`src/rtl/pmod_mic_pkg.sv`:
```
// Shared constants and FSM encoding for the PmodMIC sampler.
package pmod_mic_pkg;

  localparam int FRAME_LEN = 16;
  localparam int DATA_W    = 12;
  localparam int LEAD_W    = 4;

  typedef enum logic [1:0] {
    IDLE  = 2'd0,
    SHIFT = 2'd1,
    QUIET = 2'd2,
    WAIT  = 2'd3
  } state_t;

  // The ADC sends LEAD_W leading bits before the sample; they should all be zero.
  function automatic logic lead_nonzero(input logic [FRAME_LEN-1:0] word);
    return |word[FRAME_LEN-1 -: LEAD_W];
  endfunction

endpackage

```
`src/rtl/pmod_mic_period_timer.sv`:
```
// Sample-period counter: counts 0..SAMPLE_DIV-1 and wraps, held at 0 while hold is high.
module pmod_mic_period_timer #(
  parameter int SAMPLE_DIV = 1250
) (
  input  logic clk_sclk,
  input  logic rst_n,
  input  logic hold,
  output logic tick
);

  localparam int CW = (SAMPLE_DIV > 1) ? $clog2(SAMPLE_DIV) : 1;
  localparam logic [CW-1:0] LAST = CW'(SAMPLE_DIV - 1);

  logic [CW-1:0] cnt_q, cnt_d;

  always_comb begin
    cnt_d = cnt_q;
    if (hold) begin
      cnt_d = '0;
    end else if (cnt_q == LAST) begin
      cnt_d = '0;
    end else begin
      cnt_d = cnt_q + CW'(1);
    end
  end

  always_ff @(posedge clk_sclk or negedge rst_n) begin
    if (!rst_n) begin
      cnt_q <= '0;
    end else begin
      cnt_q <= cnt_d;
    end
  end

  assign tick = (cnt_q == LAST);

endmodule

```
`src/rtl/pmod_mic_sampler.sv`:
```
// PmodMIC periodic sampler: frame FSM, serial shift-in, one-entry output buffer with overrun stats.
// Optional leading-bit check enabled by defining MIC_FRAME_CHECK_EN (drives frame_err).
module pmod_mic_sampler
  import pmod_mic_pkg::*;
#(
  parameter int SAMPLE_DIV = 1250,
  parameter int QUIET_CYC  = 2,
  parameter int CNT_W      = 8
) (
  input  logic              clk_sclk,
  input  logic              rst_n,
  input  logic              en,
  input  logic              mic_sdata,
  output logic              mic_ncs,
  output logic [DATA_W-1:0] sample_data,
  output logic              sample_valid,
  input  logic              sample_ready,
  output logic              busy,
  output logic              overrun,
  output logic [CNT_W-1:0]  overrun_cnt,
  input  logic              clr_stat,
  output logic              frame_err
);

  localparam int CYC_MAX = (QUIET_CYC > FRAME_LEN) ? QUIET_CYC : FRAME_LEN;
  localparam int CYC_W   = $clog2(CYC_MAX);

  if ((SAMPLE_DIV < FRAME_LEN + QUIET_CYC) || (QUIET_CYC < 1)) begin : g_param_check
    $error("pmod_mic_sampler: SAMPLE_DIV must be >= FRAME_LEN+QUIET_CYC and QUIET_CYC >= 1");
  end

  state_t               state_q, state_d;
  logic [CYC_W-1:0]     cyc_q, cyc_d;
  logic [FRAME_LEN-1:0] shift_q, shift_d, shift_word;
  logic [DATA_W-1:0]    data_q, data_d;
  logic                 valid_q, valid_d;
  logic                 ncs_q, ncs_d;
  logic                 busy_q, busy_d;
  logic                 ovr_q, ovr_d;
  logic [CNT_W-1:0]     ovr_cnt_q, ovr_cnt_d;
  logic                 wr_en, drain, ovr_event, tick;
  logic                 unused_msb;

  pmod_mic_period_timer #(
    .SAMPLE_DIV(SAMPLE_DIV)
  ) u_timer (
    .clk_sclk(clk_sclk),
    .rst_n   (rst_n),
    .hold    (state_q == IDLE),
    .tick    (tick)
  );

  // The oldest bit falls off the end of the register on every shift.
  assign unused_msb = shift_q[FRAME_LEN-1];
  assign shift_word = {shift_q[FRAME_LEN-2:0], mic_sdata};

  always_comb begin
    state_d = state_q;
    cyc_d   = cyc_q;
    shift_d = shift_q;
    wr_en   = 1'b0;
    unique case (state_q)
      IDLE: begin
        cyc_d = '0;
        if (en) state_d = SHIFT;
      end
      SHIFT: begin
        shift_d = shift_word;
        if (cyc_q == CYC_W'(FRAME_LEN - 1)) begin
          wr_en   = 1'b1;
          cyc_d   = '0;
          state_d = QUIET;
        end else begin
          cyc_d = cyc_q + CYC_W'(1);
        end
      end
      QUIET: begin
        if (!en) begin
          cyc_d   = '0;
          state_d = IDLE;
        end else if (cyc_q == CYC_W'(QUIET_CYC - 1)) begin
          // With the tightest SAMPLE_DIV the period tick lands on the last quiet cycle.
          cyc_d   = '0;
          state_d = tick ? SHIFT : WAIT;
        end else begin
          cyc_d = cyc_q + CYC_W'(1);
        end
      end
      WAIT: begin
        if (!en)       state_d = IDLE;
        else if (tick) state_d = SHIFT;
      end
      default: state_d = IDLE;
    endcase
    ncs_d  = (state_d != SHIFT);
    busy_d = (state_d == SHIFT) || (state_d == QUIET);
  end

  always_comb begin
    data_d    = data_q;
    valid_d   = valid_q;
    ovr_d     = ovr_q;
    ovr_cnt_d = ovr_cnt_q;
    drain     = valid_q && sample_ready;
    ovr_event = wr_en && valid_q && !sample_ready;
    if (wr_en && !ovr_event) begin
      data_d  = shift_word[DATA_W-1:0];
      valid_d = 1'b1;
    end else if (drain) begin
      valid_d = 1'b0;
    end
    // A drop in the same cycle as clr_stat is counted as the first event after the clear.
    if (ovr_event) begin
      ovr_d = 1'b1;
      if (clr_stat)                ovr_cnt_d = CNT_W'(1);
      else if (ovr_cnt_q != '1)    ovr_cnt_d = ovr_cnt_q + CNT_W'(1);
    end else if (clr_stat) begin
      ovr_d     = 1'b0;
      ovr_cnt_d = '0;
    end
  end

  always_ff @(posedge clk_sclk or negedge rst_n) begin
    if (!rst_n) begin
      state_q   <= IDLE;
      cyc_q     <= '0;
      shift_q   <= '0;
      data_q    <= '0;
      valid_q   <= 1'b0;
      ncs_q     <= 1'b1;
      busy_q    <= 1'b0;
      ovr_q     <= 1'b0;
      ovr_cnt_q <= '0;
    end else begin
      state_q   <= state_d;
      cyc_q     <= cyc_d;
      shift_q   <= shift_d;
      data_q    <= data_d;
      valid_q   <= valid_d;
      ncs_q     <= ncs_d;
      busy_q    <= busy_d;
      ovr_q     <= ovr_d;
      ovr_cnt_q <= ovr_cnt_d;
    end
  end

`ifdef MIC_FRAME_CHECK_EN
  logic frame_err_q, frame_err_d;

  always_comb begin
    frame_err_d = frame_err_q;
    if (wr_en && lead_nonzero(shift_word)) frame_err_d = 1'b1;
    else if (clr_stat)                     frame_err_d = 1'b0;
  end

  always_ff @(posedge clk_sclk or negedge rst_n) begin
    if (!rst_n) frame_err_q <= 1'b0;
    else        frame_err_q <= frame_err_d;
  end

  assign frame_err = frame_err_q;
`else
  assign frame_err = 1'b0;
`endif

  assign mic_ncs      = ncs_q;
  assign sample_data  = data_q;
  assign sample_valid = valid_q;
  assign busy         = busy_q;
  assign overrun      = ovr_q;
  assign overrun_cnt  = ovr_cnt_q;

endmodule

```
`config.mk`:
```
export PLATFORM = sky130hd
export DESIGN_NAME = pmod_mic_sampler
export DESIGN_NICKNAME = d
export VERILOG_FILES = /design/src/rtl/pmod_mic_pkg.sv /design/src/rtl/pmod_mic_period_timer.sv /design/src/rtl/pmod_mic_sampler.sv
export SDC_FILE = /design/constraint.sdc
export NUM_CORES = 1
export LEC_CHECK = 0
export ABC_AREA = 1
export ABC_CLOCK_PERIOD_IN_PS = 2000
export CORE_AREA = 8 8 102 104
export DETAILED_ROUTE_END_ITERATION = 16
export DIE_AREA = 0 0 110 112
export SYNTH_ARGS = -nofsm -noshare
export SYNTH_HDL_FRONTEND = slang
export SYNTH_SLANG_ARGS = --single-unit
```
`constraint.sdc`:
```
create_clock -name clk_sclk -period 2 [get_ports clk_sclk]
set_input_delay 0.2 -clock clk_sclk [delete_from_list [all_inputs] [get_ports clk_sclk]]
set_output_delay 0.2 -clock clk_sclk [all_outputs]
set_load 0.02 [all_outputs]
```
==> metrics.txt <==
P_leak ~1.4 nW; Slew HR 0.645; Cells after Synth around 310; first-pass GRT wire length 8700 µm; setup TNS 0 ns; RSZ-0062 raised after global routing no; Pins Over Slew Limit 0; Ant. Diodes 0; CTS tree done; CTS buffer count 5; PwrDens roughly 910 mW/mm²; Pint 1.88 mW; aggregate routed wire length around 5000 µm; TritonCTS Sinks 52; Total GRT Usage 0.0864; Final Setup Violations 0; sequential area share after synthesis 0.512; drt wl/cell roughly 11 µm; Gate power share 0.255; vias in the first global route 1,957; initial DRC count between 70 and 80; CP endpoint kind register; area of the core roughly 0.0089 mm²; Final period util 0.892; fin crit period 1.78 ns; GR peak layer met2; Max IR drop VDD roughly 0.0004 V; status complete, no violations; Die Y ~110 µm; number of port buffers 29; Synth Net Count between 300 and 400; Worst Skew 0.0109 ns; f_max roughly 560 MHz; number of distinct library cells after synthesis 28; Post-DP HPWL slightly below 4000 µm; crit path launch state_q[1]$_DFF_PN0_; # Max-Cap Violations 0; Nets 359; placed cells 445; CP arrival around 2 ns; Sw Ratio 0.331; # fillers ~920; Final Hold Viols 0; antenna violations before repair 0; post-DR vias/cell 4.43; post-route insts no fill ~450; CP max FO 7; Final GP Congestion 0.847; IO Count 31; Clock Latency Late Sink slightly above 0.3 ns; die width 110 µm; share of cells above drive strength 1 0.0816; met2 usage 0.140; DRT antenna net count 0; critical path class register to register; clk root buf clkbuf_8; DRC viols 0; clk buf depth 2; CTS clk-pin slew, worst paths 0.10 ns; cell area after synthesis about 0.0025 mm²; Synth Area per Inst just over 8 µm²; worst-margin pin slew approximately 0.53 ns; Flop pwr share 0.483; Critical Path RT about 2.2 ns; largest net degree at the start of global routing 25; Area Overhead vs Synth 21.6%; via count between 2,000 and 2,500; sw power approximately 930 µW; H-tree depth 2; YS warnings 0; worst min path class input pin to async pin; Initial Utilization 0.286; Worst setup SP type register; flop and latch count out of synthesis 52; # rows 35; Design Power approximately 2.8 mW; total congestion overflow 0; Detailed Routing Iterations Pass 1 4; Die ar. 0.0123 mm²; clock group share of total power 0.262; worst r2r src state_q[1]$_DFF_PN0_; GR Layer Usage met3 0.0173; met1 GRT Util 0.105
## layout make-up
class	count	area, µm²	share of cell area
Clock buffer	5	68.8	0.0222
Clock inverter	3	46.3	0.0150
Inverter	45	169	0.0546
Multi-Input combinational cell	204	1040	0.337
Sequential cell	52	1300	0.421
Tap cell	111	139	0.0449
Timing Repair Buffer	34	325	0.105
## path summary, 6_finish.rpt
path / cells past startpoint / slack [ns] / end
max: 7 / 0.22 / busy$_DFF_PN0_
min: 2 / 0.40 / overrun_cnt[1]$_DFFE_PN0P_
max reg2reg: 7 / 0.22 / busy$_DFF_PN0_
min reg2reg: 2 / 0.49 / shift_q[9]$_DFFE_PN0P_
max in group asynchronous: 3 / 0.96 / u_timer.cnt_q[8]$_DFF_PN0_
min in group clk_sclk: 2 / 0.49 / shift_q[9]$_DFFE_PN0P_
## cell families (layout without fill, tap and decap cells)
logic type               Yosys count  count (layout)  synth area share
XOR/XNOR                           2               2           0.00688
AO/OA/AOI/OAI                     46              46            0.0964
buffers and inverters             51              87            0.0782
adder cells (fa/ha/maj)           11              11            0.0541
AND/OR/NAND/NOR                  143             143             0.247
flip-flops                        52              52             0.512
multiplexers                       1               1           0.00442
other                              1               1           0.00147
## flip-flops by register name, summed over array words and instances (netlist names)
name / flops
u_timer.cnt_q: 11
mic_ncs: 1
overrun: 1
overrun_cnt: 8
cyc_q: 4
shift_q: 11
state_q: 2
busy: 1
sample_valid: 1
sample_data: 12
## cell usage after synthesis
cell type / n / area (µm²)
nor2_4: 1 / 11.3
nor2_1: 26 / 97.6
buf_4: 1 / 7.51
nand2_1: 74 / 278
nand4_1: 6 / 37.5
nand2_4: 2 / 22.5
o21ai_0: 15 / 75.1
mux2_1: 1 / 11.3
dfstp_2: 1 / 26.3
a21oi_2: 3 / 26.3
clkbuf_1: 2 / 7.51
clkinv_1: 1 / 3.75
o22ai_1: 1 / 6.26
ha_1: 11 / 138
inv_2: 3 / 11.3
o211ai_1: 1 / 7.51
nor2_2: 1 / 6.26
nor3b_1: 2 / 15.0
inv_1: 41 / 154
nand2_2: 4 / 25.0
nand3_1: 20 / 100
dfrtp_1: 51 / 1280
a21oi_1: 9 / 45.0
xor2_1: 2 / 17.5
buf_2: 3 / 15.0
conb_1: 1 / 3.75
nor3_1: 7 / 35.0
o21ai_1: 17 / 85.1
## placed cells by master, fill, tap and decap left out, types with 2 or more instances in the layout
cell,netlist,routed
nand2_1,74,74
dfrtp_1,51,51
inv_1,41,41
clkdlybuf4s50_1,0,28
nor2_1,26,26
nand3_1,20,20
o21ai_1,17,17
o21ai_0,15,15
ha_1,11,11
a21oi_1,9,9
nor3_1,7,7
nand4_1,6,6
clkbuf_8,0,5
nand2_2,4,4
buf_4,1,4
a21oi_2,3,3
inv_2,3,3
xor2_1,2,2
nor3b_1,2,2
nand2_4,2,2
## routing by layer
layer / wire [µm] / share of wire
met1: 2390 / 0.48
met2: 2300 / 0.46
met3: 209 / 0.042
met4: 106 / 0.021
met5: 0 / 0
## power groups by stage
stage               sequential (mW)  combinational [mW]  clock (mW)
detailed placement             1.38               0.728           0
floorplan                      1.37               0.500           0
global placement               1.37               0.711           0
CTS                            1.36               0.732       0.764
global route                   1.39               0.845       0.807
finish                         1.36               0.715       0.734
## repair_timing
item,CTS,global route
hold endpoints to repair,21,0
setup endpoints to repair,0,0
buffers inserted,0,0
gates resized for setup,0,0
hold buffers,1,0
## metrics by stage
stage	cell area, µm²	utilization	setup slack (ns)	hold WS, ns
after floorplan	2540	-	0.423	-0.0956
after global placement	2970	0.334	0.292	0.209
after detailed placement	2970	0.334	0.233	0.216
after CTS	3090	0.348	0.241	0.408
after global routing	3090	0.348	0.0464	0.446
final	3090	0.348	0.216	0.397
## worst max-delay path: stages, from the launching register on
cell and delay (ns):
dfrtp_1 0.44, inv_1 0.12, ha_1 0.30, inv_1 0.14
nor3_1 0.29, a21oi_1 0.08, ha_1 0.28, inv_1 0.03
Note: power is estimated with default switching activity, not from simulation.
